===== config.mk =====
export PLATFORM = sky130hd
export DESIGN_NAME = rv_regfile_sb
export DESIGN_NICKNAME = d
export VERILOG_FILES = /design/src/rtl/rv_regfile_sb_pkg.sv /design/src/rtl/rv_regfile_sb_score.sv /design/src/rtl/rv_regfile_sb.sv
export SDC_FILE = /design/constraint.sdc
export NUM_CORES = 2
export LEC_CHECK = 0
export CAP_MARGIN = 10
export CORE_MARGIN = 2
export CORE_UTILIZATION = 45
export DETAILED_ROUTE_END_ITERATION = 8
export GPL_ROUTABILITY_DRIVEN = 0
export HOLD_SLACK_MARGIN = 0.08
export PLACE_DENSITY = 0.66
export SYNTH_ARGS = -nofsm -noshare
export SYNTH_HDL_FRONTEND = slang
export SYNTH_SLANG_ARGS = --single-unit
export TNS_END_PERCENT = 10

===== constraint.sdc =====
create_clock -name clk -period 8.3 [get_ports clk]
set_clock_uncertainty 0.2 [all_clocks]
set_input_delay 1.66 -clock clk [delete_from_list [all_inputs] [get_ports clk]]
set_output_delay 1.66 -clock clk [all_outputs]
set_load 0.03 [all_outputs]

===== src/rtl/rv_regfile_sb_pkg.sv =====
// Shared definitions for the scoreboarded integer register file: RV32E defaults
// and the address-width helper.
package rv_regfile_sb_pkg;

  localparam int XLEN_DEF = 32;
  localparam int NREG_DEF = 16;
  localparam int REG_ZERO = 0;

  // Number of address bits needed to index n registers (at least 1).
  function automatic int addr_w(input int n);
    int w;
    w = 0;
    for (int i = 0; i < 31; i++) begin
      if ((1 << w) < n) w++;
    end
    return (w < 1) ? 1 : w;
  endfunction

endpackage


===== src/rtl/rv_regfile_sb_score.sv =====
// Register scoreboard: one busy bit per architectural register, set by issue
// claims, cleared by write-back, wiped by flush; flags WAW claim stalls.
module rv_regfile_sb_score
  import rv_regfile_sb_pkg::*;
#(
  parameter int NREG = NREG_DEF,
  parameter int NWR  = 2,
  localparam int AW  = addr_w(NREG)
) (
  input  logic              clk,
  input  logic              rst_n,
  input  logic [NWR-1:0]    wr_en_i,
  input  logic [NWR*AW-1:0] wr_addr_i,
  input  logic              iss_en_i,
  input  logic [AW-1:0]     iss_addr_i,
  input  logic              flush_i,
  output logic [NREG-1:0]   busy_o,
  output logic [NREG-1:0]   clr_o,
  output logic              iss_stall_o
);

  logic [NREG-1:0] busy_q;
  logic [NREG-1:0] clr;
  logic [NREG-1:0] set;
  logic            iss_busy;
  logic            iss_clr;

  // Out-of-range write addresses never match any a < NREG, so they clear nothing.
  always_comb begin
    clr = '0;
    for (int w = 0; w < NWR; w++) begin
      for (int a = 0; a < NREG; a++) begin
        if (wr_en_i[w] && (wr_addr_i[w*AW +: AW] == AW'(a))) clr[a] = 1'b1;
      end
    end
  end

  always_comb begin
    iss_busy = 1'b0;
    iss_clr  = 1'b0;
    for (int a = 0; a < NREG; a++) begin
      if (iss_addr_i == AW'(a)) begin
        iss_busy = busy_q[a];
        iss_clr  = clr[a];
      end
    end
  end

  // A same-cycle write-back releases the register, so the claim goes through.
  assign iss_stall_o = iss_en_i & iss_busy & ~iss_clr & ~flush_i;

  always_comb begin
    set = '0;
    for (int a = 0; a < NREG; a++) begin
      if (a != REG_ZERO && iss_addr_i == AW'(a))
        set[a] = iss_en_i & ~iss_stall_o & ~flush_i;
    end
  end

  always_ff @(posedge clk or negedge rst_n) begin
    if (!rst_n)       busy_q <= '0;
    else if (flush_i) busy_q <= '0;
    else              busy_q <= set | (busy_q & ~clr);
  end

  assign busy_o = busy_q;
  assign clr_o  = clr;

endmodule


===== src/rtl/rv_regfile_sb.sv =====
// Multi-port integer register file for the dual-issue pipeline, with
// write-to-read bypass and an integrated busy scoreboard.
module rv_regfile_sb
  import rv_regfile_sb_pkg::*;
#(
  parameter int XLEN   = XLEN_DEF,
  parameter int NREG   = NREG_DEF,
  parameter int NRD    = 2,
  parameter int NWR    = 2,
  parameter int BYPASS = 1,
  localparam int AW    = addr_w(NREG)
) (
  input  logic                clk,
  input  logic                rst_n,
  input  logic [NRD*AW-1:0]   rd_addr_i,
  output logic [NRD*XLEN-1:0] rd_data_o,
  output logic [NRD-1:0]      rd_busy_o,
  input  logic [NWR-1:0]      wr_en_i,
  input  logic [NWR*AW-1:0]   wr_addr_i,
  input  logic [NWR*XLEN-1:0] wr_data_i,
  input  logic                iss_en_i,
  input  logic [AW-1:0]       iss_addr_i,
  output logic                iss_stall_o,
  input  logic                flush_i
);

  logic [XLEN-1:0] regs_q [NREG];
  logic [XLEN-1:0] regs_d [NREG];
  logic [NREG-1:0] busy;
  logic [NREG-1:0] clr;

  rv_regfile_sb_score #(
    .NREG (NREG),
    .NWR  (NWR)
  ) u_score (
    .clk         (clk),
    .rst_n       (rst_n),
    .wr_en_i     (wr_en_i),
    .wr_addr_i   (wr_addr_i),
    .iss_en_i    (iss_en_i),
    .iss_addr_i  (iss_addr_i),
    .flush_i     (flush_i),
    .busy_o      (busy),
    .clr_o       (clr),
    .iss_stall_o (iss_stall_o)
  );

  // Ascending port scan lets the highest-index writer win on a collision.
  always_comb begin
    for (int a = 0; a < NREG; a++) begin
      regs_d[a] = regs_q[a];
      if (a != REG_ZERO) begin
        for (int w = 0; w < NWR; w++) begin
          if (wr_en_i[w] && (wr_addr_i[w*AW +: AW] == AW'(a)))
            regs_d[a] = wr_data_i[w*XLEN +: XLEN];
        end
      end
    end
  end

  always_ff @(posedge clk or negedge rst_n) begin
    if (!rst_n) regs_q <= '{default: '0};
    else        regs_q <= regs_d;
  end

  for (genvar k = 0; k < NRD; k++) begin : g_rd
    logic [AW-1:0]   ra;
    logic [XLEN-1:0] val;
    logic            in_rng;
    logic            hit_busy;
    logic            hit_clr;

    assign ra = rd_addr_i[k*AW +: AW];

    // Register 0 and out-of-range addresses leave in_rng low: 0, not busy, no bypass.
    always_comb begin
      val      = '0;
      in_rng   = 1'b0;
      hit_busy = 1'b0;
      hit_clr  = 1'b0;
      for (int a = 0; a < NREG; a++) begin
        if (a != REG_ZERO && ra == AW'(a)) begin
          val      = regs_q[a];
          in_rng   = 1'b1;
          hit_busy = busy[a];
          hit_clr  = clr[a];
        end
      end
      for (int w = 0; w < NWR; w++) begin
        if ((BYPASS != 0) && in_rng && wr_en_i[w] && (wr_addr_i[w*AW +: AW] == ra))
          val = wr_data_i[w*XLEN +: XLEN];
      end
    end

    assign rd_data_o[k*XLEN +: XLEN] = val;
    assign rd_busy_o[k]              = hit_busy & ~(hit_clr & (BYPASS != 0));
  end

endmodule


==> metrics.md <==
| Metric | Value |
|---|---|
| Util after Layout | 51.0% |
| Avg WL per Cell | 31.5 µm |
| Hold_buf cts | 0 |
| Root Buffer | clkbuf_16 |
| Comb power frac | 27.6% |
| Critical Path Fanout Max | 31 |
| Final hold viol count | 0 |
| Share of layout cells above drive strength 1 | 11.2% |
| P_int | 5.52 mW |
| NumNets Final | 3,930 |
| CP startpoint kind | primary input |
| Port bufs | 156 |
| Status | finished clean |
| Number of flops mapped to enable cells by yosys | 0 |
| Peak supply drop | 172 µV |
| Top FF cell, synth | dfrtp_1 |
| Clock share of power | 30.2% |
| Post-layout min period | 7450 ps |
| Ratio of final minimum period to clock period | 89.7% |
| Most frequent cells in the layout | 501 x mux2i_1, 496 x dfrtp_1, 417 x o21ai_0 |
| Library cells used by synthesis | 84 |
| Resized Gates After CTS | 0 |
| MaxCap Viol Count | 0 |
| Final wirelength | 153,000 µm |
| Register area share after synthesis | 36.5% |
| Fmax | 134 MHz |
| First-pass GRT wire length | 222,000 µm |
| RSZ-0062 raised after global routing | false |
| Hold Path Cell Cnt | 2 |
| # setup viols final | 0 |
| Yosys warnings | 0 |
| Register bit count reported by yosys | 496 |
| Critical Path RT | 6440 ps |
| Die Wd | 279 µm |
| Synth area leaders | dfrtp_1 36%, mux2i_1 15%, o21ai_0 6.1%, a21oi_1 5.0%, nand2_1 4.5% |
| CP Capture Type | primary output |
| DRT antenna net count | 0 |
| P_leak | 14.7 nW |
| Final slew viol count | 0 |
| Worst Tran Pin Value | 1230 ps |
| Clk Latency, worst-skew pair | 650 ps |
| CTS Buffer Depth | 3 |
| Dpl hpwl | 91,500 µm |
| DRC violations left | 0 |
| Die area | 77,800 µm² |
| Number of global-route vias before repair | 32,009 |
| Starting density of the core | 45.6% |
| Reg power frac | 42.1% |
| First-pass DRT Iterations | 8 |
| Num ports | 157 |
| Area leader, netlist | dfrtp_1 |
| PD cells | 224 nW/µm² |
| CTS Sinks | 496 |
| Worst Hold Class | flip-flop to flip-flop |
| Fill cells | 6,939 |
| R2r endpoint | u_score.busy_o[9] |
| Synthesis-to-layout area growth | 11.9% |
| Core ar. | 74,700 µm² |
| CTS buffer count | 56 |
| Sw Ratio | 35.3% |
| Initial DRC Count | 5,486 |
| Dpl ws | 1160 ps |
| Reg clk slew, reported paths | 60 ps |
| Cell area after layout | 38,100 µm² |
| CTS tree | done |
| Critical path class | primary input to primary output |
| Pin count of the biggest net entering global routing | 172 |
| Post-route worst setup slack | 854 ps |
| Min-Delay Startpoint | regs_q[333] |
| Asr flop ratio synth | 100% |
| Area share of the largest cell type after synthesis | 36.5% |
| Critical Path AT | 5590 ps |
| # rows | 100 |
| Chip height | 279 µm |
| DR vias | 34,131 |
| DR vias/cell | 7.02 |
| Antenna violations before repair | 15 |
| R2R Setup Slk | 6300 ps |
| Sw power | 3.01 mW |
| Placement Cell Area | 36,200 µm² |
| H-tree depth | 2 |
| GRT Residual Overflow | 0 |
| Mapped Cells | 3,975 |
| Total track usage | 38.4% |
| Hold Path Sink | regs_q[333] |
| Cells on worst reg2reg path | 6 |
| Commonest non-fill, non-tap cell in the layout | mux2i_1 |
| Reg2reg start | u_score.busy_o[6] |
| Net Count, Synth | 4,065 |
| TNS Setup | 0 ps |
| # Post-CTS Setup Buffers | 0 |
| Syn_area_per_cell | 8.56 µm² |
| Slew HR | 17.9% |
| Cell Area, Synth | 34,000 µm² |
-- worst max path at each step --
| stage | startpoint | to | cells past startpoint |
|---|---|---|---|
| after floorplan | rd_addr_i[4] | rd_data_o[41] | 9 |
| after global placement | rd_addr_i[1] | rd_data_o[21] | 10 |
| after detailed placement | rd_addr_i[1] | rd_data_o[21] | 10 |
| after CTS | rd_addr_i[1] | rd_data_o[21] | 10 |
| after global routing | wr_addr_i[5] | rd_busy_o[1] | 9 |
| final | rd_addr_i[5] | rd_busy_o[1] | 8 |
-- Yosys cell counts (5+ instances only) --
| library cell | number |
|---|---|
| mux4_2 | 24 |
| and3_1 | 9 |
| a221o_1 | 25 |
| and2_1 | 9 |
| o221ai_1 | 29 |
| buf_2 | 120 |
| xnor2_1 | 10 |
| nor3b_1 | 7 |
| a22oi_1 | 51 |
| mux2i_1 | 501 |
| or2_2 | 7 |
| nand3b_1 | 14 |
| a2bb2oi_1 | 24 |
| a211o_1 | 6 |
| o32ai_1 | 8 |
| nand2_1 | 412 |
| a311oi_1 | 8 |
| buf_1 | 59 |
| nor3_1 | 37 |
| o31ai_1 | 18 |
| a211oi_1 | 33 |
| clkbuf_2 | 7 |
| a21o_1 | 31 |
| clkbuf_1 | 276 |
| o211ai_1 | 47 |
| a31oi_1 | 46 |
| inv_1 | 25 |
| nor2b_1 | 26 |
| a221oi_1 | 119 |
| o2bb2ai_1 | 17 |
| nand2b_1 | 19 |
| o21a_1 | 20 |
| mux2_2 | 67 |
| a32oi_1 | 9 |
| dfrtp_1 | 496 |
| a222oi_1 | 5 |
| o21ai_0 | 418 |
| buf_4 | 21 |
| nor2_1 | 399 |
| o21ai_1 | 5 |
| a31o_2 | 27 |
| a22o_1 | 29 |
| a21oi_1 | 339 |
| o22ai_1 | 27 |
| nand3_1 | 15 |
-- metal layers --
layer	routed length, µm	up-vias	global-route usage, %
li1	-	14290	-
met1	55700	15962	50.0
met2	62600	3056	54.4
met3	22600	813	12.8
met4	12200	10	25.1
met5	62	-	0
-- registers in the layout, summed over array words and instances, names as in the netlist --
name	flops
regs_q	480
u_score.busy_o	16
-- logic make-up after synthesis --
family	share of synthesized area, %
compound gates	25.8
xor+xnor	0.309
buf+inv	6.43
flops	36.5
mux	18.5
simple gates	12.4
-- worst max-delay path, stage by stage --
cell and delay [ps]:
buf_4 390, nor2b_2 670, nand2_1 690, o21ai_0 870, o22ai_1 150, a221oi_1 280, o32ai_1 200, clkdlybuf4s50_1 640
-- stage by stage --
stage / instances / hold slack (ps) / power, mW
floorplan: 3975 / 299 / 4.95
global placement: 4751 / 346 / 5.82
detailed placement: 4751 / 354 / 5.88
CTS: 4853 / 369 / 8.43
global route: 4857 / 390 / 8.85
finish: 4862 / 370 / 8.53
-- layout make-up --
class | instances | area [µm²] | area share (%)
repair buffers | 293 | 2770 | 7.28
well taps | 969 | 1210 | 3.19
clock inverters | 19 | 220 | 0.579
multi-input cells | 2965 | 19700 | 51.8
diodes | 9 | 22.5 | 0.0592
inverters | 28 | 105 | 0.276
flip-flops and latches | 496 | 12400 | 32.6
clock buffers | 83 | 1610 | 4.24
-- power by group through the flow --
stage               logic [mW]  registers (mW)  clock network [mW]
global route              2.53            3.64                2.68
CTS                       2.30            3.55                2.58
floorplan                 1.58            3.38                   0
detailed placement        2.30            3.58                   0
finish                    2.36            3.60                2.58
global placement          2.25            3.57                   0
Power figures use the tool's default switching activity.
